$ cat config.mk
export PLATFORM = sky130hd
export DESIGN_NAME = xor_stream_engine_flat
export DESIGN_NICKNAME = d
export VERILOG_FILES = /design/src/rtl/xor_stream_if.sv /design/src/rtl/xor_stream_engine.sv /design/src/flat_wrapper.sv
export SDC_FILE = /design/constraint.sdc
export NUM_CORES = 1
export LEC_CHECK = 0
export ABC_AREA = 0
export CORE_ASPECT_RATIO = 0.9
export CORE_MARGIN = 3
export CORE_UTILIZATION = 60
export CTS_CLUSTER_SIZE = 30
export DETAILED_ROUTE_END_ITERATION = 12
export GPL_TIMING_DRIVEN = 0
export PLACE_DENSITY = 0.86
export SYNTH_ARGS = -nofsm -noshare
export SYNTH_HDL_FRONTEND = slang
export SYNTH_SLANG_ARGS = --single-unit
$ cat constraint.sdc
create_clock -name clk -period 17 [get_ports clk]
set_input_delay 2.55 -clock clk [delete_from_list [all_inputs] [get_ports clk]]
set_output_delay 2.55 -clock clk [all_outputs]
set_load 0.02 [all_outputs]
$ cat src/rtl/xor_stream_if.sv
// ============================================================================
//  Module      : xor_stream_if
//  Description : Pin-side bundle of the XOR stream engine: serial load inputs,
//                serial ciphertext output and status flags.
//  Revision    : 1.0 - initial release
// ============================================================================
`default_nettype none

interface xor_stream_if;
    logic ena;
    logic iData_in;
    logic iKey_flag;
    logic iMsg_flag;
    logic iMode;
    logic oData_out;
    logic oData_flag;
    logic oBusy;
    logic oKey_valid;
    logic oError;

    modport master (
        output ena,
        output iData_in,
        output iKey_flag,
        output iMsg_flag,
        output iMode,
        input  oData_out,
        input  oData_flag,
        input  oBusy,
        input  oKey_valid,
        input  oError
    );

    modport slave (
        input  ena,
        input  iData_in,
        input  iKey_flag,
        input  iMsg_flag,
        input  iMode,
        output oData_out,
        output oData_flag,
        output oBusy,
        output oKey_valid,
        output oError
    );
endinterface

`default_nettype wire

$ cat src/rtl/xor_stream_engine.sv
// ============================================================================
//  Module      : xor_stream_engine
//  Description : Serial key/message loader, chunked static or rolling XOR
//                encryption, and MSB-first serial ciphertext output.
//  Revision    : 1.0 - initial release
// ============================================================================
`default_nettype none

module xor_stream_engine #(
    parameter int MSG_SIZE = 64,
    parameter int KEY_SIZE = 8
) (
    input  logic        clk,
    input  logic        rst,
    xor_stream_if.slave bus
);

    localparam int N_CHUNKS = MSG_SIZE / KEY_SIZE;
    localparam int KCNT_W   = $clog2(KEY_SIZE) + 1;
    localparam int MCNT_W   = $clog2(MSG_SIZE) + 1;
    localparam int CCNT_W   = $clog2(N_CHUNKS) + 1;

    localparam logic [1:0] c_IDLE    = 2'd0;
    localparam logic [1:0] c_ENCRYPT = 2'd1;
    localparam logic [1:0] c_SHIFT   = 2'd2;

    localparam logic [KCNT_W-1:0] c_KEY_FULL   = KCNT_W'(KEY_SIZE);
    localparam logic [KCNT_W-1:0] c_KCNT_ONE   = KCNT_W'(1);
    localparam logic [MCNT_W-1:0] c_MSG_FULL   = MCNT_W'(MSG_SIZE);
    localparam logic [MCNT_W-1:0] c_MCNT_ONE   = MCNT_W'(1);
    localparam logic [MCNT_W-1:0] c_BIT_LAST   = MCNT_W'(MSG_SIZE - 1);
    localparam logic [CCNT_W-1:0] c_CHUNK_LAST = CCNT_W'(N_CHUNKS - 1);
    localparam logic [CCNT_W-1:0] c_CCNT_ONE   = CCNT_W'(1);

    logic [1:0]          state_q,     state_d;
    logic [KEY_SIZE-1:0] key_q,       key_d;
    logic [KEY_SIZE-1:0] wkey_q,      wkey_d;
    logic [KCNT_W-1:0]   key_cnt_q,   key_cnt_d;
    logic                key_valid_q, key_valid_d;
    logic                key_prev_q,  key_prev_d;
    logic [MSG_SIZE-1:0] msg_q,       msg_d;
    logic [MCNT_W-1:0]   msg_cnt_q,   msg_cnt_d;
    logic                msg_prev_q,  msg_prev_d;
    logic                mode_q,      mode_d;
    logic [MSG_SIZE-1:0] ct_q,        ct_d;
    logic [CCNT_W-1:0]   chunk_q,     chunk_d;
    logic [MCNT_W-1:0]   bit_q,       bit_d;
    logic                data_out_q,  data_out_d;
    logic                data_flag_q, data_flag_d;
    logic                error_q,     error_d;

    logic                w_key_first;
    logic                w_key_take;
    logic [KCNT_W-1:0]   w_key_next;
    logic [KEY_SIZE-1:0] w_key_shift;
    logic                w_msg_first;
    logic                w_msg_take;
    logic [MCNT_W-1:0]   w_msg_next;
    logic [MSG_SIZE-1:0] w_msg_shift;
    logic                w_flag_rise;
    logic [KEY_SIZE-1:0] w_wkey_rot;
    logic [MSG_SIZE-1:0] w_ct_next;

    // A burst restarts on the first flagged cycle after the flag was low;
    // once the counter is full, further bits of the same burst are dropped.
    assign w_key_first = ~key_prev_q;
    assign w_key_take  = w_key_first | (key_cnt_q < c_KEY_FULL);
    assign w_key_next  = (w_key_first ? '0 : key_cnt_q) + c_KCNT_ONE;
    assign w_key_shift = (key_q << 1) | KEY_SIZE'(bus.iData_in);

    assign w_msg_first = ~msg_prev_q;
    assign w_msg_take  = w_msg_first | (msg_cnt_q < c_MSG_FULL);
    assign w_msg_next  = (w_msg_first ? '0 : msg_cnt_q) + c_MCNT_ONE;
    assign w_msg_shift = (msg_q << 1) | MSG_SIZE'(bus.iData_in);

    assign w_flag_rise = (bus.iKey_flag & ~key_prev_q) | (bus.iMsg_flag & ~msg_prev_q);

    // The message register is consumed from the top, so the ciphertext fills
    // from the bottom and ends with chunk 0 in the most significant position.
    assign w_ct_next = (ct_q << KEY_SIZE)
                     | MSG_SIZE'(msg_q[MSG_SIZE-1 -: KEY_SIZE] ^ wkey_q);

    generate
        if (KEY_SIZE > 1) begin : g_rot_multi
            assign w_wkey_rot = {wkey_q[KEY_SIZE-2:0], wkey_q[KEY_SIZE-1]};
        end else begin : g_rot_single
            assign w_wkey_rot = wkey_q;
        end
    endgenerate

    always_comb begin
        state_d     = state_q;
        key_d       = key_q;
        wkey_d      = wkey_q;
        key_cnt_d   = key_cnt_q;
        key_valid_d = key_valid_q;
        key_prev_d  = key_prev_q;
        msg_d       = msg_q;
        msg_cnt_d   = msg_cnt_q;
        msg_prev_d  = msg_prev_q;
        mode_d      = mode_q;
        ct_d        = ct_q;
        chunk_d     = chunk_q;
        bit_d       = bit_q;
        data_out_d  = data_out_q;
        data_flag_d = data_flag_q;
        error_d     = error_q;

        if (bus.ena) begin
            key_prev_d = bus.iKey_flag;
            msg_prev_d = bus.iMsg_flag;
            error_d    = 1'b0;

            case (state_q)
                c_IDLE: begin
                    data_out_d  = 1'b0;
                    data_flag_d = 1'b0;
                    if (bus.iKey_flag && bus.iMsg_flag) begin
                        error_d = 1'b1;
                    end else if (bus.iKey_flag) begin
                        if (w_key_take) begin
                            key_d       = w_key_shift;
                            key_cnt_d   = w_key_next;
                            key_valid_d = (w_key_next == c_KEY_FULL);
                        end
                    end else if (bus.iMsg_flag && w_msg_take) begin
                        msg_d     = w_msg_shift;
                        msg_cnt_d = w_msg_next;
                        if (w_msg_next == c_MSG_FULL) begin
                            if (key_valid_q) begin
                                mode_d  = bus.iMode;
                                wkey_d  = key_q;
                                chunk_d = '0;
                                state_d = c_ENCRYPT;
                            end else begin
                                error_d = 1'b1;
                            end
                        end
                    end
                end

                c_ENCRYPT: begin
                    error_d = w_flag_rise;
                    msg_d   = msg_q << KEY_SIZE;
                    ct_d    = w_ct_next;
                    if (mode_q) begin
                        wkey_d = w_wkey_rot;
                    end
                    if (chunk_q == c_CHUNK_LAST) begin
                        chunk_d = '0;
                        bit_d   = '0;
                        state_d = c_SHIFT;
                    end else begin
                        chunk_d = chunk_q + c_CCNT_ONE;
                    end
                end

                c_SHIFT: begin
                    error_d     = w_flag_rise;
                    data_out_d  = ct_q[MSG_SIZE-1];
                    data_flag_d = 1'b1;
                    ct_d        = ct_q << 1;
                    // The last bit leaves while the FSM returns to IDLE; the
                    // flag drops on the following IDLE cycle.
                    if (bit_q == c_BIT_LAST) begin
                        bit_d   = '0;
                        state_d = c_IDLE;
                    end else begin
                        bit_d = bit_q + c_MCNT_ONE;
                    end
                end

                default: begin
                    state_d = c_IDLE;
                end
            endcase
        end
    end

    always_ff @(posedge clk or posedge rst) begin
        if (rst) begin
            state_q     <= c_IDLE;
            key_q       <= '0;
            wkey_q      <= '0;
            key_cnt_q   <= '0;
            key_valid_q <= 1'b0;
            key_prev_q  <= 1'b0;
            msg_q       <= '0;
            msg_cnt_q   <= '0;
            msg_prev_q  <= 1'b0;
            mode_q      <= 1'b0;
            ct_q        <= '0;
            chunk_q     <= '0;
            bit_q       <= '0;
            data_out_q  <= 1'b0;
            data_flag_q <= 1'b0;
            error_q     <= 1'b0;
        end else begin
            state_q     <= state_d;
            key_q       <= key_d;
            wkey_q      <= wkey_d;
            key_cnt_q   <= key_cnt_d;
            key_valid_q <= key_valid_d;
            key_prev_q  <= key_prev_d;
            msg_q       <= msg_d;
            msg_cnt_q   <= msg_cnt_d;
            msg_prev_q  <= msg_prev_d;
            mode_q      <= mode_d;
            ct_q        <= ct_d;
            chunk_q     <= chunk_d;
            bit_q       <= bit_d;
            data_out_q  <= data_out_d;
            data_flag_q <= data_flag_d;
            error_q     <= error_d;
        end
    end

    assign bus.oData_out  = data_out_q;
    assign bus.oData_flag = data_flag_q;
    assign bus.oBusy      = (state_q == c_ENCRYPT) || (state_q == c_SHIFT);
    assign bus.oKey_valid = key_valid_q;
    assign bus.oError     = error_q;

endmodule

`default_nettype wire

$ cat src/flat_wrapper.sv
// flat-port wrapper written by rule: the top's interface ports become plain ports
module xor_stream_engine_flat 
#(
    parameter int MSG_SIZE = 64,
    parameter int KEY_SIZE = 8
)
  (clk, rst, bus_ena, bus_iData_in, bus_iKey_flag, bus_iMsg_flag, bus_iMode, bus_oData_out, bus_oData_flag, bus_oBusy, bus_oKey_valid, bus_oError);
  xor_stream_if bus_i ();
  input  logic clk;
  input  logic rst;
  input wire logic [$bits(bus_i.ena)-1:0] bus_ena;
  input wire logic [$bits(bus_i.iData_in)-1:0] bus_iData_in;
  input wire logic [$bits(bus_i.iKey_flag)-1:0] bus_iKey_flag;
  input wire logic [$bits(bus_i.iMsg_flag)-1:0] bus_iMsg_flag;
  input wire logic [$bits(bus_i.iMode)-1:0] bus_iMode;
  output wire logic [$bits(bus_i.oData_out)-1:0] bus_oData_out;
  output wire logic [$bits(bus_i.oData_flag)-1:0] bus_oData_flag;
  output wire logic [$bits(bus_i.oBusy)-1:0] bus_oBusy;
  output wire logic [$bits(bus_i.oKey_valid)-1:0] bus_oKey_valid;
  output wire logic [$bits(bus_i.oError)-1:0] bus_oError;
  assign bus_i.ena = bus_ena;
  assign bus_i.iData_in = bus_iData_in;
  assign bus_i.iKey_flag = bus_iKey_flag;
  assign bus_i.iMsg_flag = bus_iMsg_flag;
  assign bus_i.iMode = bus_iMode;
  assign bus_oData_out = bus_i.oData_out;
  assign bus_oData_flag = bus_i.oData_flag;
  assign bus_oBusy = bus_i.oBusy;
  assign bus_oKey_valid = bus_i.oKey_valid;
  assign bus_oError = bus_i.oError;
  xor_stream_engine #(.MSG_SIZE(MSG_SIZE), .KEY_SIZE(KEY_SIZE)) u_core (.clk(clk), .rst(rst), .bus(bus_i));
endmodule
# Word-level counts from Yosys, hierarchy flattened
# Cells that the tools add are included.
[word_totals]
reg_bits = 175
out_inout_bits = 5
word_cells = 107
in_bits = 7
[classes]
muxes = 40
add_sub_neg = 4
n_eq_ne = 14
reduce_logical = 18
magnitude_cmp = 2
bitwise_logic = 13
[op_table]
columns = ["operator", "count"]
rows = [
  ["$pmux W64 S2", 2],
  ["$mux W64", 3],
  ["$or A64 B1 Y64", 1],
  ["$or A64 B64 Y64", 1],
  ["$mux W8", 6],
  ["$mux W4", 7],
  ["$mux W7", 3],
  ["$pmux W8 S2", 1],
  ["$reduce_and A8 Y1", 2],
  ["$reduce_and A5 Y1", 3],
  ["$add A7 B1 Y7 const B", 2],
  ["$mux W2", 7],
  ["$pmux W7 S2", 1],
  ["$reduce_and A7 Y1", 2],
  ["$ne A2 B1 Y1 const B", 6],
  ["$add A4 B1 Y4 const B", 2],
  ["$or A8 B1 Y8", 1],
  ["$pmux W4 S2", 1],
  ["$xor A8 B8 Y8", 1],
  ["$eq A7 B6 Y1 const B", 1],
  ["$eq A7 B7 Y1 const B", 1],
  ["$lt A7 B7 Y1 const B", 1],
  ["$pmux W1 S2", 3],
  ["$pmux W2 S3", 1],
  ["other kinds (17)", 32],
]

# Depth between registers and ports, before layout
[logic_depth]
ltp_word = 8
depth_mapped = 9
depth_no_buf = 9

# Worst setup path before layout
# OpenSTA, ideal clock, no wires.
[synth_path]
path_type = "input to register"
startpoint = "input bus_iKey_flag"
endpoint = "register u_core.mode_q"
t_required_ns = 16.875
cell_stages = 5
t_arrival_ns = 3.588
path_buffers = 1
setup_slack_ns = 13.287
cell_sequence = "and4b_1 -> nand2_1 -> clkbuf_1 -> nor3_1 -> mux2_2"
[synth_via]
elab_chain_cells = 3
word_cells_on_any_way = 4
classes_between = "2 x bitwise; 2 x reduce/logical"
[synth_lines]
columns = ["element", "line_no", "rtl"]
rows = [
  ["start: declaration", "flat_wrapper.sv:13", "input wire logic [$bits(bus_i.iKey_flag)-1:0] bus_iKey_flag;"],
  ["$logic_and A1 B1 Y1", "xor_stream_engine.sv:118", "if (bus.iKey_flag && bus.iMsg_flag) begin"],
  ["$not A1 Y1 (no line)", "n/a", ""],
  ["$reduce_and A7 Y1 (no line) (*)", "n/a", ""],
  ["end signal: assignment", "xor_stream_engine.sv:208", "mode_q <= mode_d;"],
  ["end: declaration", "xor_stream_engine.sv:44", "logic mode_q, mode_d;"],
]
# Every way passes the cells marked *; elsewhere a longest branch is shown, timed or not.
# A chain may end at the register's enable or synchronous reset.

# Worst setup path after layout
[layout_path]
startpoint = "input bus_iKey_flag"
endpoint = "register u_core.msg_q[62]"
[layout_via]
elab_chain_cells = 3
word_cells_on_any_way = 4
classes_between = "2 x eq/ne; 2 x reduce/logical"
[layout_lines]
columns = ["element", "line_no", "rtl"]
rows = [
  ["$logic_and A1 B1 Y1", "xor_stream_engine.sv:118", ""],
  ["$ne A2 B2 Y1 (no line)", "n/a", ""],
  ["$reduce_and A5 Y1 (no line) (*)", "n/a", ""],
  ["end signal: assignment", "xor_stream_engine.sv:205", "msg_q <= msg_d;"],
  ["end: declaration", "xor_stream_engine.sv:41", "logic [MSG_SIZE-1:0] msg_q, msg_d;"],
]
# Marked as above.

==> impl_results.md <==
- Seq/Total Area, Yosys: 0.5248
- Post-DP HPWL: 11.64 mm
- Chip height: 117.9 µm
- Synth cell count leaders: 188 x nand2_1, 175 x dfrtp_1, 142 x o21ai_0, 114 x mux2i_1, 50 x clkbuf_1
- Final TNS setup: 0 ns
- Syn avg cell area: about 9.9 µm²
- Post-synth EDFFs: 0
- RSZ-0062 raised after global routing: no
- Initial antenna violation count: 0
- Die ar.: roughly 15000 µm²
- Final min period: 4.501 ns
- Cell Area, Synth: about 8300 µm²
- Vias: roughly 6300
- Crit. End Element: flip-flop
- Final WL: ~18 mm
- Final WS setup: 12.50 ns
- Grt total ovfl: 0
- Met2 routed WL: around 8.8 mm
- FMAX: 222.2 MHz
- Reg2reg setup slack: 13.83 ns
- Iteration-0 DRC Markers: 412
- WL met1: 8.070 mm
- Port bufs: 11
- Hold Path Depth: 2
- Post-DRT Antenna Nets: 0
- Worst skew pair latency: ~0.43 ns
- Synth cell types: 46
- Gate Count Post-Synth: around 840
- Yosys top cell area share: 0.5248
- TritonCTS clock tree: done
- TritonRoute pass-1 iters: 4
- Post-CTS Resized: 0
- WL/cell: about 17 µm
- Die Wd: between 100 and 150 µm
- CTS H-tree lvls: 4
- Synth warnings: 0
- Setup Buffers After CTS: 0
- Crit Reg-Reg Startpoint: u_core.msg_prev_q
- Fin nets: roughly 890
- Final Cell Area: 9321 µm²
- DR top layer: met4
- GRT Total Usage: 0.2430
- Vias in the first global route: 6250
- Row cnt: 40
- Filler cell count: approximately 950
- Reg-to-Reg End: u_core.wkey_q[6]
- Most common cell in the synthesized netlist: nand2_1
- Max-cap viol count: 0
- Worst Tran Pin Value: between 0.7 and 0.8 ns
- Fin Hold WS: roughly 0.48 ns
- Yosys top cell by area: dfrtp_1
- Post-synthesis async set-or-reset flop share: 1.000
- Reg clk slew, reported paths: ~0.07 ns
- Initial Util: 0.6198
- Inserted Diodes: 0
- CP Class: input port to flip-flop
- Fin. Hold Viols: 0
- Core footprint: roughly 13000 µm²
- CTS Buffer Depth: 2
- Pre-CTS setup slack: 12.07 ns
- Capture point of the worst path: u_core.msg_q[62]
- Slew HR: 0.5222
- Vias/cell: ~5.9
- CP required: 17.34 ns
- Routability cong.: roughly 0.83
- CP Max Fanout: 10
- Final Skew: approximately 0.0083 ns
- Syn nets: approximately 860
- Global-route wire length before repair: just over 30 mm
- Max-slew violations: 0
- Ys flop type: dfrtp_1
- Layout cells sized above 1: 0.06215
- TritonCTS Buffers: 17
- CTS Hold Bufs: 0
- CTS Sinks: roughly 180
- Worst hold path class: flip-flop to flip-flop
- CP startpoint kind: input port
- WL met3: 511 µm
- DR DRC count: 0
- Period utilization: 0.2647
- DP Area: 8700 µm²
- Peak VDD IR: roughly 0.09 mV
- P_leak: 3.910 nW
- Cells on worst reg2reg path: 9
- Number of synthesized register bits: 175
- Status: finished, final reports clean
- Cell Pwr Density: about 130 nW/µm²
- Synth top area cells: dfrtp_1 52%, mux2i_1 14%, o21ai_0 8.5%, nand2_1 8.5%, clkbuf_1 2.2%
- Area delta synth->final: 11.71%
- Boundary Pins: 12
- # setup viols final: 0
- Root Driver: clkbuf_16
- CP Data Arrival Time: between 4 and 5 ns
- CP Launch Point: bus_iKey_flag
- Largest net degree at the start of global routing: 120
-- cells in the final DEF, fill, tap and decap left out, types with 2 or more instances in the layout --
| cell | synthesis | layout |
|---|---|---|
| nand2_1 | 188 | 188 |
| dfrtp_1 | 175 | 175 |
| o21ai_0 | 142 | 142 |
| mux2i_1 | 114 | 114 |
| clkbuf_1 | 50 | 51 |
| a21oi_1 | 19 | 19 |
| clkbuf_16 | 0 | 17 |
| nor2_1 | 16 | 16 |
| mux2_2 | 15 | 15 |
| nand4_1 | 13 | 13 |
| inv_1 | 12 | 11 |
| clkdlybuf4s50_1 | 0 | 11 |
| nand3_1 | 10 | 10 |
| ha_1 | 9 | 9 |
| xnor2_1 | 8 | 8 |
| nor2b_1 | 6 | 6 |
| nor3_1 | 6 | 6 |
| a21o_1 | 5 | 5 |
| and2_1 | 5 | 5 |
| mux2_1 | 4 | 4 |
| a22o_1 | 4 | 4 |
| nand3b_1 | 4 | 4 |
| bufinv_16 | 0 | 4 |
| clkinv_4 | 0 | 4 |
| buf_1 | 3 | 3 |
| and3_1 | 3 | 3 |
| o31ai_1 | 3 | 3 |
| nand2b_1 | 3 | 3 |
| clkinv_2 | 0 | 3 |
| clkinvlp_4 | 0 | 3 |
| buf_2 | 2 | 2 |
| a32o_1 | 2 | 2 |
-- flip-flops by register name, summed over array words and instances, names as in the netlist, 2 cells and up --
| signal | cells |
|---|---|
| u_core.msg_q | 64 |
| u_core.key_cnt_q | 4 |
| u_core.state_q | 2 |
| u_core.bit_q | 7 |
| u_core.msg_cnt_q | 7 |
| u_core.wkey_q | 8 |
| u_core.chunk_q | 4 |
| u_core.key_q | 8 |
| u_core.ct_q | 64 |
-- worst min path at each step --
stage	startpoint	endpoint	slack [ns]
after CTS	u_core.key_cnt_q[1]	u_core.key_cnt_q[1]	0.48
final	u_core.key_cnt_q[1]	u_core.key_cnt_q[1]	0.48
after detailed placement	u_core.ct_q[57]	u_core.ct_q[57]	0.47
after global placement	u_core.key_cnt_q[1]	u_core.key_cnt_q[1]	0.45
after floorplan	u_core.key_cnt_q[1]	u_core.key_cnt_q[1]	0.44
after global routing	u_core.key_cnt_q[1]	u_core.key_cnt_q[1]	0.52
-- critical path, stage by stage --
cell and delay, ns:
clkdlybuf4s50_1 0.56, and4b_1 0.27, o21ai_1 0.37, clkbuf_1 0.37, clkbuf_1 0.45, nand2_1 0.14
o21ai_0 0.12
-- stage by stage --
step                        util  cells  power, mW
after floorplan                -    841     0.7337
after global placement    0.6436   1020     0.8111
after detailed placement  0.6462   1021     0.8174
after CTS                 0.6924   1053      1.230
after global routing      0.6924   1053      1.287
final                     0.6924   1053      1.229
-- logic make-up (layout without fill, tap and decap cells) --
kind of cell,after synthesis,count (layout),share of synthesized area
buf+inv,67,111,0.03044
fa+ha+maj,9,9,0.01350
simple gates,260,260,0.1333
compound gates,188,188,0.1254
flops,175,175,0.5248
xor+xnor,8,8,0.008397
mux,134,134,0.1642
-- routing by layer --
layer  global-route usage  vias up
met3              0.04583       22
met1               0.3363     3136
li1                     -     2983
met4              0.06948        0
met5                    0        -
met2               0.3923      111
-- layout make-up --
type / count / area, µm² / share of cell area
multi-input cells: 599 / 3711 / 0.3981
plain buffers: 55 / 209.0 / 0.02242
inverters: 12 / 52.55 / 0.005638
clock inverters: 14 / 192.7 / 0.02067
repair buffers: 12 / 137.6 / 0.01477
flip-flops and latches: 175 / 4379 / 0.4698
clock buffers: 18 / 429.2 / 0.04604
well taps: 168 / 210.2 / 0.02255
-- where the power goes --
part | internal, mW | switching, mW
registers | 0.449 | 0.0290
clock network | 0.246 | 0.166
logic | 0.119 | 0.219
total | 0.814 | 0.415
(Power assumes the default switching activity.)
==> patch 1, RTL diff (same flow settings) <==
`KEY_SIZE` is set to 8 in 2 places; all go to 16.
--- a/src/rtl/xor_stream_engine.sv
+++ b/src/rtl/xor_stream_engine.sv
@@ -10,3 +10,3 @@
     parameter int MSG_SIZE = 64,
-    parameter int KEY_SIZE = 8
+    parameter int KEY_SIZE = 16
 ) (
--- a/src/flat_wrapper.sv
+++ b/src/flat_wrapper.sv
@@ -4,3 +4,3 @@
     parameter int MSG_SIZE = 64,
-    parameter int KEY_SIZE = 8
+    parameter int KEY_SIZE = 16
 )
Check against the original RTL: no difference found for any inputs over 4 cycles, from zero or initial values and one cycle with rst high; that may be too few to reach the edited logic, so the function may still have changed.
==> patch 1 against the original RTL <==
- non-clock buffer count is 5 higher
- wire length rose by 11%
- highest routed layer unchanged
- critical endpoint is now u_core.msg_q[17]$_DFFE_PP0P_
- area after synthesis grew 7.5%
- global-route usage up 0.81 points
- cell area up 6.9%
- sequential cell count increased by 16
- setup slack better by 32 ps
- die area grew 7.2%
- first-iteration DRC count increased by 54%
Power is not compared: it rests on default switching activity, and its combinational part moved more than twofold at a synthesized area within 25%.
==> patch 1: results (changes against the original RTL) <==
Route
The detailed-route via count came to 6663 (+6.6%). The first-pass detailed-route iteration total is 5 (+1). The routed via count divided by cell count came to 5.93 (about the same). The post-detailed-route wirelength per cell is 17.5 um (+4.5%). The number of DRC violations after detailed-routing iteration 0 is 634 (+54%).

Setup path
The data arrival time of the critical path is 4810 ps (-30 ps). The worst setup path endpoint is u_core.msg_q[17]$_DFFE_PP0P_. The endpoint of the worst-slack reg-to-reg timing path is u_core.wkey_q[4]$_DFFE_PP0P_. The reg2reg setup slack came to 14290 ps (+460 ps).

The maximum fanout encountered on the critical timing path is 10 (unchanged).

Hold path
The startpoint of the worst hold path is u_core.ct_q[59]$_DFFE_PP0P_. The path with the worst hold slack has its endpoint at u_core.ct_q[59]$_DFFE_PP0P_.

Yosys
The net count after synthesis was 901 (+5.1%). The unique cell type count in the Yosys netlist is 51 (+11%). Ranked by instance count, the synthesized netlist is headed by sky130_fd_sc_hd__dfrtp_1, sky130_fd_sc_hd__nand2_1, sky130_fd_sc_hd__o21ai_0, sky130_fd_sc_hd__mux2i_1, sky130_fd_sc_hd__clkbuf_1. The average cell area after synthesis was 10.1 um2 (+2.1%). After synthesis, the cell types taking the most area are sky130_fd_sc_hd__dfrtp_1, sky130_fd_sc_hd__mux2i_1, sky130_fd_sc_hd__o21ai_0. The portion of the post-synthesis area used by sequential elements is 53.3% (+0.78 points).

Global routing
The largest net degree at the start of global routing was 99 (-18%). The overall fraction of global-route tracks in use is 25.1% (+0.81 points). The number of global-route vias before repair is 6510 (+4.2%).

The first-pass GRT wire length was 32800 um (+8.6%).

Final layout
The number of nets in the final layout is 932 (+5.0%). The number of ordinary and repair buffers in the finished layout is 72 (+7.5%). The non-clock buffer share of cell area was 3.98% (+0.26 points). The number of non-clock inverters came to 9 (-3). The final-layout fill cell count is 1004 (+6.1%). The number of clock buffers in the layout is 20 (+2). The share of final-layout standard cells stronger than drive strength 1 is 7.74% (+1.5 points). The register share of the cell area came to 48.0% (+0.97 points). The share of final layout cell area taken by clock buffers and inverters is 6.09% (-0.58 points). The multi-input combinational area share is 39.1% (-0.67 points). The number of combinational gates with multiple inputs is 626 (+4.5%).

Clock network
The number of clock sinks was 191 (+9.1%).

Floorplanning
The tap cell instance count is 193 (+15%).

Pwr
The overall power of the completed layout is 0.959 mW.

Place
The placer's final routability congestion estimate is 0.836 (+0.73%). The detailed placement HPWL is 13200 um (+14%). The worst slack at placement is 12130 ps (+58.3 ps). The total instance count after detailed placement is 1091 (+6.9%). The placement-stage cell area is 0.00936 mm2 (+7.6%).

Run status
The run finished with clean final reports.

Timing
The peak clock frequency supported by timing is 224 MHz (+0.71%). The clock tree skew after final layout came to 8.72 ps (+0.376 ps). The worst hold margin is 489 ps (+5.12 ps). The transition time at the pin with the least slew margin is 771 ps (+54.5 ps).
-- patch 1: cell families after synthesis --
group	count (synthesis)	synth area share, %
AOI/OAI and AO/OA	226	14.2
buffers and inverters	69	3.26
DFF	191	53.3
and+or+nand+nor	256	12.9
xor gates and xnor gates	18	1.76
adders and majority gates	8	1.12
muxes	118	13.5
-- patch 1: worst max-delay path: stages --
cell	delay [ps]
sky130_fd_sc_hd__clkdlybuf4s50_1	530
sky130_fd_sc_hd__and2b_1	240
sky130_fd_sc_hd__and3_1	170
sky130_fd_sc_hd__o21ai_1	340
sky130_fd_sc_hd__buf_2	310
sky130_fd_sc_hd__buf_2	220
sky130_fd_sc_hd__buf_2	290
sky130_fd_sc_hd__nand2_1	80
sky130_fd_sc_hd__o21ai_0	80
-- patch 1: per-layer routing --
metal,vias to the layer above,global-route usage (%),part of all wire [%]
li1,3147,-,-
met1,3304,35.0,46
met2,183,40.8,49
met3,29,5.08,4.4
met4,0,6.49,1.2
met5,-,0,0
==> patch 2, RTL diff (same settings) <==
Without the edit above. Reset style: synchronous (`rst`), changed in one clocked block.
--- a/src/rtl/xor_stream_engine.sv
+++ b/src/rtl/xor_stream_engine.sv
@@ -179,3 +179,3 @@
 
-    always_ff @(posedge clk or posedge rst) begin
+    always_ff @(posedge clk) begin
         if (rst) begin
Formal check against the unedited RTL: differs if rst is asserted again (counterexample within 4 cycles, from zero or initial values and one cycle with rst high); with rst held inactive, the same outputs for 4 cycles.
==> patch 2 against the original RTL <==
- sequential cell count stayed put
- cell area is 3.9% lower
- non-clock buffer count is 13 higher
- first-iteration DRC count is 27% higher
- area after synthesis is 3.2% lower
- wire length is 2.8% higher
- worst hold slack worse by 9.2 ps
- setup slack worse by 260 ps
Power is not compared: it rests on default switching activity, and its combinational part moved more than twofold at a synthesized area within 25%.
==> patch 2: results (changes against the original RTL) <==
Place
The detailed placement HPWL came to 12200 um (+5.0%). The placement-stage cell area is 0.00838 mm2 (-3.6%). The worst slack at placement was 11920 ps (-148 ps). The placer's final routability congestion estimate was 0.893 (+7.6%).

Final layout
The share of final layout cell area taken by clock buffers and inverters was 6.36% (-0.31 points). The number of clock buffers in the layout was 23 (+5). The non-clock buffer share of cell area is 4.18% (+0.46 points). The area taken by multi-input logic gates is 0.00426 mm2 (+15%). The share of final-layout standard cells stronger than drive strength 1 is 6.08% (-0.14 points).

The number of non-clock inverters was 10 (-2).

Yosys
Counting instances in the post-synthesis netlist gives the leading cell types as sky130_fd_sc_hd__dfxtp_1, sky130_fd_sc_hd__nor2_1, sky130_fd_sc_hd__mux2i_1, sky130_fd_sc_hd__a211oi_1, sky130_fd_sc_hd__nand2_1. The gate count of the mapped netlist is 897 (+6.7%). The share of cell area taken by muxes after synthesis is 18.1% (+1.7 points).

The unique cell type count in the Yosys netlist is 49 (+6.5%). The synthesized-area fraction occupied by xor and xnor cells is 1.19% (+0.35 points). Ranked by total cell area, the synthesized netlist is headed by sky130_fd_sc_hd__dfxtp_1, sky130_fd_sc_hd__mux2i_1, sky130_fd_sc_hd__a211oi_1.

Setup path
The reg2reg setup slack is 14120 ps (+290 ps). The endpoint of the worst-slack reg-to-reg timing path is u_core.bus.oError$_SDFFE_PP0P_.

Route
The wire length after detailed routing was 18200 um (+2.8%). The first-pass detailed-route iteration total came to 7 (+3).

Run status
The flow ran to the end, and the final reports show no timing, DRC or antenna violations.

Timing
The clock tree skew after final layout is 8.30 ps (-0.0432 ps). The tightest slew margin relative to the limit is 48.6% (-3.6 points).

Global routing
The number of global-route vias before repair is 6312 (+0.99%).

Hold path
In this run the most critical hold path is launched from u_core.msg_q[0]$_SDFFE_PP0P_.
## patch 2: how the worst max path moves through the flow
| stage | slack, ps | cells past startpoint | startpoint | end |
|---|---|---|---|---|
| after floorplan | 12970 | 7 | bus_ena | u_core.key_cnt_q[1]$_SDFFE_PP0P_ |
| after global placement | 12000 | 6 | bus_iMsg_flag | u_core.msg_q[30]$_SDFFE_PP0P_ |
| after detailed placement | 11920 | 6 | bus_iMsg_flag | u_core.msg_q[16]$_SDFFE_PP0P_ |
| after CTS | 12340 | 6 | bus_iMsg_flag | u_core.msg_q[16]$_SDFFE_PP0P_ |
| after global routing | 12110 | 7 | bus_iMsg_flag | u_core.msg_q[32]$_SDFFE_PP0P_ |
| final | 12240 | 6 | bus_iMsg_flag | u_core.msg_q[16]$_SDFFE_PP0P_ |
## patch 2: metal layers
metal	vias up	global-route usage, %	wire length, um
li1	3288	-	-
met1	3181	34.1	8650
met2	194	39.6	8270
met3	35	5.67	878
met4	0	8.98	355
met5	-	0	0
